File: src/rtl/strip_tx_sequencer_if.sv
// ---------------------------------------------------------------------------
// strip_tx_sequencer_if
//   Bundles the signals between the LED-strip refresh sequencer, the
//   render-side requester and the external frame mux.
//   Signals:
//     start     render side -> sequencer  refresh request
//     frame_in  frame mux   -> sequencer  24-bit frame of the LED on led_idx
//     led_idx   sequencer   -> frame mux  LED currently selected/transmitted
//     dout      sequencer   -> strip pin  one-wire serial data
//     busy      sequencer   -> render     high whenever a refresh is in flight
//     done      sequencer   -> render     one-cycle pulse on the final latch cycle
//   Modports:
//     master  render/mux side (drives start and frame_in)
//     slave   sequencer side  (drives led_idx, dout, busy, done)
// ---------------------------------------------------------------------------
interface strip_tx_sequencer_if #(
  parameter int N_LEDS = 8,
  parameter int BITS   = 24
);

  logic                      start;
  logic [BITS-1:0]           frame_in;
  logic [$clog2(N_LEDS)-1:0] led_idx;
  logic                      dout;
  logic                      busy;
  logic                      done;

  modport master (
    output start,
    output frame_in,
    input  led_idx,
    input  dout,
    input  busy,
    input  done
  );

  modport slave (
    input  start,
    input  frame_in,
    output led_idx,
    output dout,
    output busy,
    output done
  );

endinterface

File: src/rtl/strip_tx_sequencer.sv
// ---------------------------------------------------------------------------
// strip_tx_sequencer
//   Runs one complete WS2812-style strip refresh per accepted start request:
//   walks LED 0..N_LEDS-1, captures each LED's frame from the external mux
//   (led_idx -> frame_in), shifts it out MSB first as high/low pulse pairs of
//   exactly TBIT cycles, and closes the refresh with a TRES-cycle low latch.
//   Ports:
//     clk   in   rising-edge clock
//     rst   in   asynchronous reset, active high (aborts any refresh)
//     bus   slave modport of strip_tx_sequencer_if
//           start (in), frame_in (in), led_idx (out), dout (out),
//           busy (out), done (out) -- all outputs come straight from flops.
//   Timing notes:
//     dout is a registered copy of "FSM is in HIGH", so the line lags the
//     state by one cycle: start sampled at edge k gives LOAD during k..k+1,
//     HIGH from k+1, and the pin rises at edge k+2. Every bit period on the
//     pin is exactly TBIT cycles; the first LOAD of a refresh is the only
//     extra low cycle.
// ---------------------------------------------------------------------------
module strip_tx_sequencer #(
  parameter int N_LEDS = 8,
  parameter int BITS   = 24,
  parameter int T0H    = 20,
  parameter int T1H    = 40,
  parameter int TBIT   = 63,
  parameter int TRES   = 3000
) (
  input  logic                clk,
  input  logic                rst,
  strip_tx_sequencer_if.slave bus
);

  localparam int LW   = $clog2(N_LEDS);
  localparam int BCW  = $clog2(BITS);
  // One timer serves the bit phases and the latch; size it for the longer.
  localparam int TMAX = (TRES > TBIT) ? TRES : TBIT;
  localparam int TW   = $clog2(TMAX + 1);

  typedef enum logic [2:0] {
    S_IDLE  = 3'd0,
    S_LOAD  = 3'd1,
    S_HIGH  = 3'd2,
    S_LOW   = 3'd3,
    S_LATCH = 3'd4
  } state_t;

  state_t           r_state;
  logic [BITS-1:0]  r_shreg;
  logic [BCW-1:0]   r_bit_cnt;
  logic [TW-1:0]    r_timer;
  logic [LW-1:0]    r_led_idx;
  logic             r_dout;
  logic             r_busy;
  logic             r_done;

  logic             w_timer_zero;
  logic             w_last_bit;
  logic             w_last_led;
  logic             w_next_msb;

  // Timer reload for a HIGH phase: the timer counts down to zero, so a phase
  // of n cycles is loaded with n-1.
  function automatic logic [TW-1:0] f_high_reload(input logic bit_val);
    f_high_reload = bit_val ? TW'(T1H - 1) : TW'(T0H - 1);
  endfunction

  // Timer reload for a LOW phase. When the next LED's LOAD cycle will follow,
  // that LOAD is the last low cycle of this bit, so LOW gives up one cycle.
  function automatic logic [TW-1:0] f_low_reload(input logic bit_val,
                                                 input logic shorten);
    logic [TW-1:0] v_len;
    v_len = bit_val ? TW'(TBIT - T1H - 1) : TW'(TBIT - T0H - 1);
    f_low_reload = shorten ? (v_len - TW'(1)) : v_len;
  endfunction

  assign w_timer_zero = (r_timer == {TW{1'b0}});
  assign w_last_bit   = (r_bit_cnt == BCW'(BITS - 1));
  assign w_last_led   = (r_led_idx == LW'(N_LEDS - 1));
  // MSB after the next left shift, i.e. the value of the upcoming bit.
  assign w_next_msb   = r_shreg[BITS-2];

  // Refresh state machine with all outputs registered alongside the state.
  always_ff @(posedge clk or posedge rst) begin
    if (rst) begin
      r_state   <= S_IDLE;
      r_shreg   <= {BITS{1'b0}};
      r_bit_cnt <= {BCW{1'b0}};
      r_timer   <= {TW{1'b0}};
      r_led_idx <= {LW{1'b0}};
      r_dout    <= 1'b0;
      r_busy    <= 1'b0;
      r_done    <= 1'b0;
    end else begin
      // The pin follows the state one cycle later and never glitches.
      r_dout <= (r_state == S_HIGH);

      case (r_state)
        S_IDLE: begin
          r_done <= 1'b0;
          r_busy <= bus.start;
          if (bus.start) begin
            r_state   <= S_LOAD;
            r_led_idx <= {LW{1'b0}};
          end
        end

        S_LOAD: begin
          // frame_in reflects the led_idx set on entry to this cycle.
          r_shreg   <= bus.frame_in;
          r_bit_cnt <= {BCW{1'b0}};
          r_timer   <= f_high_reload(bus.frame_in[BITS-1]);
          r_state   <= S_HIGH;
        end

        S_HIGH: begin
          if (w_timer_zero) begin
            r_timer <= f_low_reload(r_shreg[BITS-1], w_last_bit && !w_last_led);
            r_state <= S_LOW;
          end else begin
            r_timer <= r_timer - TW'(1);
          end
        end

        S_LOW: begin
          if (!w_timer_zero) begin
            r_timer <= r_timer - TW'(1);
          end else if (!w_last_bit) begin
            r_shreg   <= {r_shreg[BITS-2:0], 1'b0};
            r_bit_cnt <= r_bit_cnt + BCW'(1);
            r_timer   <= f_high_reload(w_next_msb);
            r_state   <= S_HIGH;
          end else if (!w_last_led) begin
            r_led_idx <= r_led_idx + LW'(1);
            r_state   <= S_LOAD;
          end else begin
            // led_idx deliberately holds N_LEDS-1 through the latch.
            r_timer <= TW'(TRES - 1);
            r_done  <= (TRES == 1) ? 1'b1 : 1'b0;
            r_state <= S_LATCH;
          end
        end

        S_LATCH: begin
          if (w_timer_zero) begin
            r_state <= S_IDLE;
            r_busy  <= 1'b0;
            r_done  <= 1'b0;
          end else begin
            r_timer <= r_timer - TW'(1);
            // Raise done so it lines up with the final latch cycle.
            r_done  <= (r_timer == TW'(1));
          end
        end

        default: begin
          r_state <= S_IDLE;
          r_busy  <= 1'b0;
          r_done  <= 1'b0;
        end
      endcase
    end
  end

  assign bus.led_idx = r_led_idx;
  assign bus.dout    = r_dout;
  assign bus.busy    = r_busy;
  assign bus.done    = r_done;

endmodule

File: src/flat_wrapper.sv
// flat-port wrapper written by rule: the top's interface ports become plain ports
module strip_tx_sequencer_flat 
#(
  parameter int N_LEDS = 8,
  parameter int BITS   = 24,
  parameter int T0H    = 20,
  parameter int T1H    = 40,
  parameter int TBIT   = 63,
  parameter int TRES   = 3000
)
  (clk, rst, bus_start, bus_frame_in, bus_led_idx, bus_dout, bus_busy, bus_done);
  strip_tx_sequencer_if #(.N_LEDS(N_LEDS), .BITS(BITS)) bus_i ();
  input  logic clk;
  input  logic rst;
  input wire logic [$bits(bus_i.start)-1:0] bus_start;
  input wire logic [$bits(bus_i.frame_in)-1:0] bus_frame_in;
  output wire logic [$bits(bus_i.led_idx)-1:0] bus_led_idx;
  output wire logic [$bits(bus_i.dout)-1:0] bus_dout;
  output wire logic [$bits(bus_i.busy)-1:0] bus_busy;
  output wire logic [$bits(bus_i.done)-1:0] bus_done;
  assign bus_i.start = bus_start;
  assign bus_i.frame_in = bus_frame_in;
  assign bus_led_idx = bus_i.led_idx;
  assign bus_dout = bus_i.dout;
  assign bus_busy = bus_i.busy;
  assign bus_done = bus_i.done;
  strip_tx_sequencer #(.N_LEDS(N_LEDS), .BITS(BITS), .T0H(T0H), .T1H(T1H), .TBIT(TBIT), .TRES(TRES)) u_core (.clk(clk), .rst(rst), .bus(bus_i));
endmodule
File: config.mk
export PLATFORM = sky130hd
export DESIGN_NAME = strip_tx_sequencer_flat
export DESIGN_NICKNAME = d
export VERILOG_FILES = /design/src/rtl/strip_tx_sequencer_if.sv /design/src/rtl/strip_tx_sequencer.sv /design/src/flat_wrapper.sv
export SDC_FILE = /design/constraint.sdc
export NUM_CORES = 1
export LEC_CHECK = 0
export CAP_MARGIN = 20
export CORE_AREA = 2 2 76 78
export CTS_BUF_LIST = sky130_fd_sc_hd__clkbuf_4 sky130_fd_sc_hd__clkbuf_8 sky130_fd_sc_hd__clkbuf_16
export DETAILED_ROUTE_END_ITERATION = 8
export DIE_AREA = 0 0 78 80
export GPL_TIMING_DRIVEN = 0
export PLACE_DENSITY = 0.75
export REMOVE_ABC_BUFFERS = 1
export SKIP_CTS_REPAIR_TIMING = 1
export SYNTH_ARGS = -nofsm -noshare
export SYNTH_HDL_FRONTEND = slang
export SYNTH_SLANG_ARGS = --single-unit
File: constraint.sdc
create_clock -name clk -period 5.1 [get_ports clk]
set_input_delay 1.275 -clock clk [delete_from_list [all_inputs] [get_ports clk]]
set_output_delay 1.275 -clock clk [all_outputs]
set_load 0.05 [all_outputs]
# ---- Word-level counts from Yosys, hierarchy flattened
# Index checks and enable logic that the tools add are counted.
dict set report totals {
  ff_bits 50
  elab_cells 81
  in_bits 27
  output_inout_bits 6
}
dict set report classes {
  bitwise_logic 2
  n_reduce_logical 15
  n_eq_ne 17
  addsub 4
  mux 35
}
# operator n
set op_table {}
lappend op_table {{two-way mux 12 bit} 6}
lappend op_table {{two-way mux 24 bit} 2}
lappend op_table {{case mux 12 bit (4 select lines)} 1}
lappend op_table {{case mux 24 bit (2 select lines)} 1}
lappend op_table {{two-way mux 3 bit} 10}
lappend op_table {{subtractor 12 x 1 -> 12 bit (second input constant)} 2}
lappend op_table {{two-way mux 6 bit} 3}
lappend op_table {{case mux 3 bit (5 select lines)} 1}
lappend op_table {{== test 12 x 1 -> 1 bit (second input constant)} 1}
lappend op_table {{logical NOT 12 bit} 1}
lappend op_table {{two-way mux 5 bit} 2}
lappend op_table {{inequality test 2 x 1 -> 1 bit (second input constant)} 5}
lappend op_table {{case mux 5 bit (2 select lines)} 1}
lappend op_table {{inequality test 2 bit (second input constant)} 4}
lappend op_table {{AND reduction 4 bit} 2}
lappend op_table {{== test 3 x 2 -> 1 bit (second input constant)} 2}
lappend op_table {{== test 3 bit (second input constant)} 2}
lappend op_table {{case mux 1 bit (3 select lines)} 2}
lappend op_table {{case mux 3 bit (2 select lines)} 1}
lappend op_table {{AND reduction 3 bit} 2}
lappend op_table {{adder 5 x 1 -> 5 bit (second input constant)} 1}
lappend op_table {{== test 5 bit (second input constant)} 1}
lappend op_table {{two-way mux 1 bit} 5}
lappend op_table {{AND reduction 5 bit} 1}
lappend op_table {{other kinds (12)} 14}

# ---- Logic depth before layout (Yosys ltp)
dict set report logic_depth {
  depth_word 6
  mapped_depth 10
  mapped_depth_nobuf 8
}

# ---- Worst setup path after synthesis
# Ideal clock, no wire load.
dict set report synth_timing {
  path_type {flip-flop to flip-flop}
  start {register u_core.r_timer[2]}
  end {register u_core.r_timer[11]}
  n_path_buf 1
  setup_ps 66
  stages_incl_launch_ff 8
  setup_slack_ps 2925
  period_less_slack_ps 2175
  required_time_ps 5034
  arrival_ps 2108
  path_cell_list {dfrtp_1 -> buf_6 -> or4_4 -> or4_4 -> or4_4 -> nor2_2 -> o21ai_1 -> nand3_2}
}
dict set report synth_via {
  elab_chain_cells 3
  word_cells_on_any_way 9
  cone_classes {add/sub (1); eq/ne (2); mux (4); reduce/logical (2)}
}
# element line
set synth_rtl {}
lappend synth_rtl {{start, declared} strip_tx_sequencer.sv:50} ;# logic [TW-1:0] r_timer;
lappend synth_rtl {{start signal, assigned} strip_tx_sequencer.sv:88} ;# r_timer <= {TW{1'b0}};
lappend synth_rtl {{start signal, assigned} strip_tx_sequencer.sv:111} ;# r_timer <= f_high_reload(bus.frame_in[BITS-1]);
lappend synth_rtl {{start signal, assigned} strip_tx_sequencer.sv:117} ;# r_timer <= f_low_reload(r_shreg[BITS-1], w_last_bit && !w_last_led);
lappend synth_rtl {{subtractor 12 x 1 -> 12 bit / logical NOT 12 bit (equally long branches)} n/a}
lappend synth_rtl {{two-way mux 12 bit, or another cell as far along} strip_tx_sequencer.sv:144} ;# if (w_timer_zero) begin
lappend synth_rtl {{case mux 12 bit (4 select lines) / AND reduction 3 bit (equally long branches)} n/a}
# Several ways; a longest one is shown, not always the timed one. The select of a mux whose other input is x is not followed.
# A chain may end at the register's enable or synchronous reset.

# ---- Worst setup path after layout
dict set report layout_timing {
  start {register u_core.r_timer[5]}
  end {register u_core.r_bit_cnt[4]}
}
dict set report layout_via {
  elab_chain_cells 3
}
# element line
set layout_rtl {}
lappend layout_rtl {{logical NOT 12 bit} strip_tx_sequencer.sv:76} ;# assign w_timer_zero = (r_timer == {TW{1'b0}});
lappend layout_rtl {{inequality test 2 x 1 -> 1 bit (no source line)} n/a}
lappend layout_rtl {{AND reduction 3 bit (no source line)} n/a}
lappend layout_rtl {{end signal, assigned} strip_tx_sequencer.sv:87} ;# r_bit_cnt <= {BCW{1'b0}};
lappend layout_rtl {{end signal, assigned} strip_tx_sequencer.sv:110} ;# r_bit_cnt <= {BCW{1'b0}};
lappend layout_rtl {{end signal, assigned} strip_tx_sequencer.sv:129} ;# r_bit_cnt <= r_bit_cnt + BCW'(1);
lappend layout_rtl {{end, declared} strip_tx_sequencer.sv:49} ;# logic [BCW-1:0] r_bit_cnt;
# Every way passes these cells.

==> impl_metrics.sql <==
INSERT INTO impl_metrics (metric_group, metric, value, unit) VALUES
('outcome', 'outcome', 'complete, no violations', ''),
('placed_design', 'globalplace.congestion', '0.938', ''),
('final_layout', 'syn2layout_area_growth', '15.1', '%'),
('drt', 'avgViaCountPerCell', '5.88', ''),
('clocking', 'clock_tree.root_cell', 'clkbuf_8', ''),
('worst_setup_path', 'r2r_end', 'u_core.r_bit_cnt[4]', ''),
('hold_path', 'min_delay_path_depth', '2', ''),
('logic_synthesis', 'netlist_area', '2810', 'sq um'),
('placed_design', 'post_dp_cell_area', '3160', 'sq um'),
('timing', 'final_total_negative_setup_slack', '0', 'ps'),
('worst_setup_path', 'reg2reg_setup_slack', '1830', 'ps'),
('final_layout', 'nets', '391', ''),
('drt', 'vias', '2530', ''),
('floorplanning', 'ioPinCount', '33', ''),
('floorplanning', 'die_width', '78', 'um'),
('placed_design', 'detailed_place_hpwl', '4.41', 'mm'),
('grt', 'grt_antenna_before_repair', '0', ''),
('logic_synthesis', 'synth_enable_flop_cells', '0', ''),
('timing', 'clock.fmax', '305', 'MHz'),
('final_layout', 'seq_area', '1250', 'sq um'),
('final_layout', 'insertedDiodeCount', '0', ''),
('worst_setup_path', 'worst-setup-path-type', 'flop to flop', ''),
('placed_design', 'place_worst_setup_slack', '1890', 'ps'),
('timing', 'finalHoldViolations', '0', ''),
('pwr', 'p_leak', '1.35', 'nW'),
('pwr', 'ir_drop', '229', 'uV'),
('grt', 'grt_first_pass_wirelength', '10.8', 'mm'),
('timing', 'clock-skew-final', '9.55', 'ps'),
('timing', 'setup_ws', '1830', 'ps'),
('clocking', 'ctsLongestPathBuffers', '2', ''),
('timing', 'finalSetupViolCount', '0', ''),
('drt', 'post_drt_wl_per_cell', '14.3', 'um'),
('final_layout', 'drive_above_1_share', '5.87', '%'),
('floorplanning', 'fp-row-count', '27', ''),
('final_layout', 'postLayoutCoreUtil', '59.9', '%'),
('worst_setup_path', 'arrival_time_reported_for_the_critical_path_endpoint', '3520', 'ps'),
('hold_path', 'timing.hold.worst.start', 'u_core.r_bit_cnt[1]', ''),
('floorplanning', 'core', '5410', 'sq um'),
('final_layout', 'multi_input_area', '1420', 'sq um'),
('timing', 'final_max_slew_viol_count', '0', ''),
('final_layout', 'fin_cells', '430', ''),
('clocking', 'worst_skew_pair.late_latency', '300', 'ps'),
('worst_setup_path', 'timing.critical_path.required', '5350', 'ps'),
('clocking', 'cts_max_level', '2', ''),
('clocking', 'cts_inserted_buffers', '5', ''),
('timing', 'worst-slew-pin-transition', '955', 'ps'),
('drt', 'postRouteWirelength', '6.16', 'mm'),
('drt', 'firstDrtPassIters', '5', ''),
('worst_setup_path', 'path_max_fanout', '31', ''),
('placed_design', 'post-place-cells', '423', ''),
('drt', 'postRouteAntennaNets', '0', ''),
('logic_synthesis', 'asyncSetResetFlopFracSynth', '100', '%'),
('final_layout', 'fin_area', '3240', 'sq um'),
('timing', 'slew-limit-headroom', '36.2', '%'),
('logic_synthesis', 'syn-instance-count', '337', ''),
('logic_synthesis', 'yosys_register_bits', '50', ''),
('logic_synthesis', 'synth-seq-area-share', '44.5', '%'),
('floorplanning', 'fp.dieArea', '6240', 'sq um'),
('grt', 'gr-usage-all-layers', '21.5', '%'),
('floorplanning', 'initial_core_util', '52.1', '%'),
('logic_synthesis', 'syn_avg_cell_area', '8.35', 'sq um'),
('logic_synthesis', 'synth_ff_type', 'dfrtp_1', ''),
('floorplanning', 'fp.dieH', '80', 'um'),
('drt', 'drc', '0', ''),
('pwr', 'powerDensity', '442', 'nW/um^2'),
('clocking', 'cts.sink_count', '50', ''),
('timing', 'rsz_0062_raised_after_global_routing', 'false', ''),
('logic_synthesis', 'number_of_synthesis_warnings', '0', ''),
('worst_setup_path', 'rr_startpoint', 'u_core.r_timer[5]', ''),
('grt', 'grt-ovfl-total', '0', ''),
('clocking', 'tritoncts', 'built', '');
==> cells by family after synthesis <==
kind of cell / after synthesis / synth area share [%]
AND/OR/NAND/NOR: 177 / 30.2
AO/OA/AOI/OAI: 64 / 14.6
flip-flops: 50 / 44.5
buffers and inverters: 31 / 5.20
XOR/XNOR: 8 / 2.49
adder cells (fa/ha/maj): 6 / 2.67
multiplexers: 1 / 0.356
==> registers in the layout, summed over array words and instances, names as in the netlist <==
signal,count
u_core.bus.done,1
u_core.r_timer,12
u_core.r_bit_cnt,5
u_core.r_state,3
u_core.bus.busy,1
u_core.bus.led_idx,3
u_core.bus.dout,1
u_core.r_shreg,24
==> critical path: stages, from the launching register on <==
cell     delay (ps)
dfrtp_1         450
nor4_1          530
nand3_1         450
o21ai_1         400
nand2_1         620
or4_1           680
nand2_1          80
==> through the flow <==
stage               total power, mW  hold slack, ps
global route                   1.55             535
finish                         1.43             510
CTS                            1.44             514
floorplan                      1.06             467
detailed placement             1.21             495
global placement               1.19             486
==> layer usage <==
layer	track usage [%]	share of wire, %
met3	4.07	5.6
met5	0	0
met4	5.96	1.3
met1	29.9	45
met2	34.6	48
==> report_power, final <==
group          internal, mW  switching, mW  leakage [nW]
registers             0.552          0.138         0.595
logic                 0.225          0.293         0.714
clock network        0.0938          0.128        0.0362
==> cell usage after synthesis (all sizes together), types with 5 or more instances <==
cell type  count  area [sq um]
nand3         10          55.1
inv           10          37.5
clkbuf        18          87.6
ha             6          75.1
dfrtp         50          1250
a31oi          5          31.3
nor3          49           245
and2           6          37.5
a21oi         11          55.1
o21ai         18          90.1
nor2          61           231
nand2         26           100
==> layout by cell type, fill, tap and decap left out, types with 3 or more instances in the layout <==
cell type	Yosys	final
a21oi_1	11	11
a31oi_1	5	5
and2_1	5	5
and3_1	4	4
clkbuf_8	2	5
clkdlybuf4s50_1	0	32
dfrtp_1	50	50
ha_1	6	6
inv_1	10	9
nand2_1	25	25
nand2b_1	3	3
nand3_1	9	9
nor2_1	60	60
nor3_1	49	49
nor4_1	3	3
o211ai_1	4	4
o21ai_0	16	16
o22ai_1	4	4
o31ai_1	4	4
or2_2	3	3
or4_4	3	3
xnor2_1	4	4
xor2_1	4	4
==> final cells by class <==
type	instances	area share [%]
Inverter	10	1.16
Timing Repair Buffer	35	11.1
Clock buffer	5	2.12
Tap cell	72	2.78
Multi-Input combinational cell	256	43.7
Clock inverter	2	0.463
Sequential cell	50	38.6
==> worst max path at each step <==
stage | start | end | slack (ps) | cells after the start
final | u_core.r_timer[5] | u_core.r_bit_cnt[4] | 1830 | 6
after global placement | rst | u_core.r_bit_cnt[2] | 1620 | 2
after CTS | u_core.r_timer[5] | u_core.r_bit_cnt[4] | 1850 | 6
after detailed placement | u_core.r_timer[5] | u_core.r_bit_cnt[4] | 1890 | 6
after floorplan | u_core.r_timer[5] | u_core.r_bit_cnt[4] | 2560 | 6
after global routing | u_core.r_timer[2] | u_core.r_bit_cnt[4] | 1540 | 6
No activity file was read; power rests on OpenSTA's default activity.
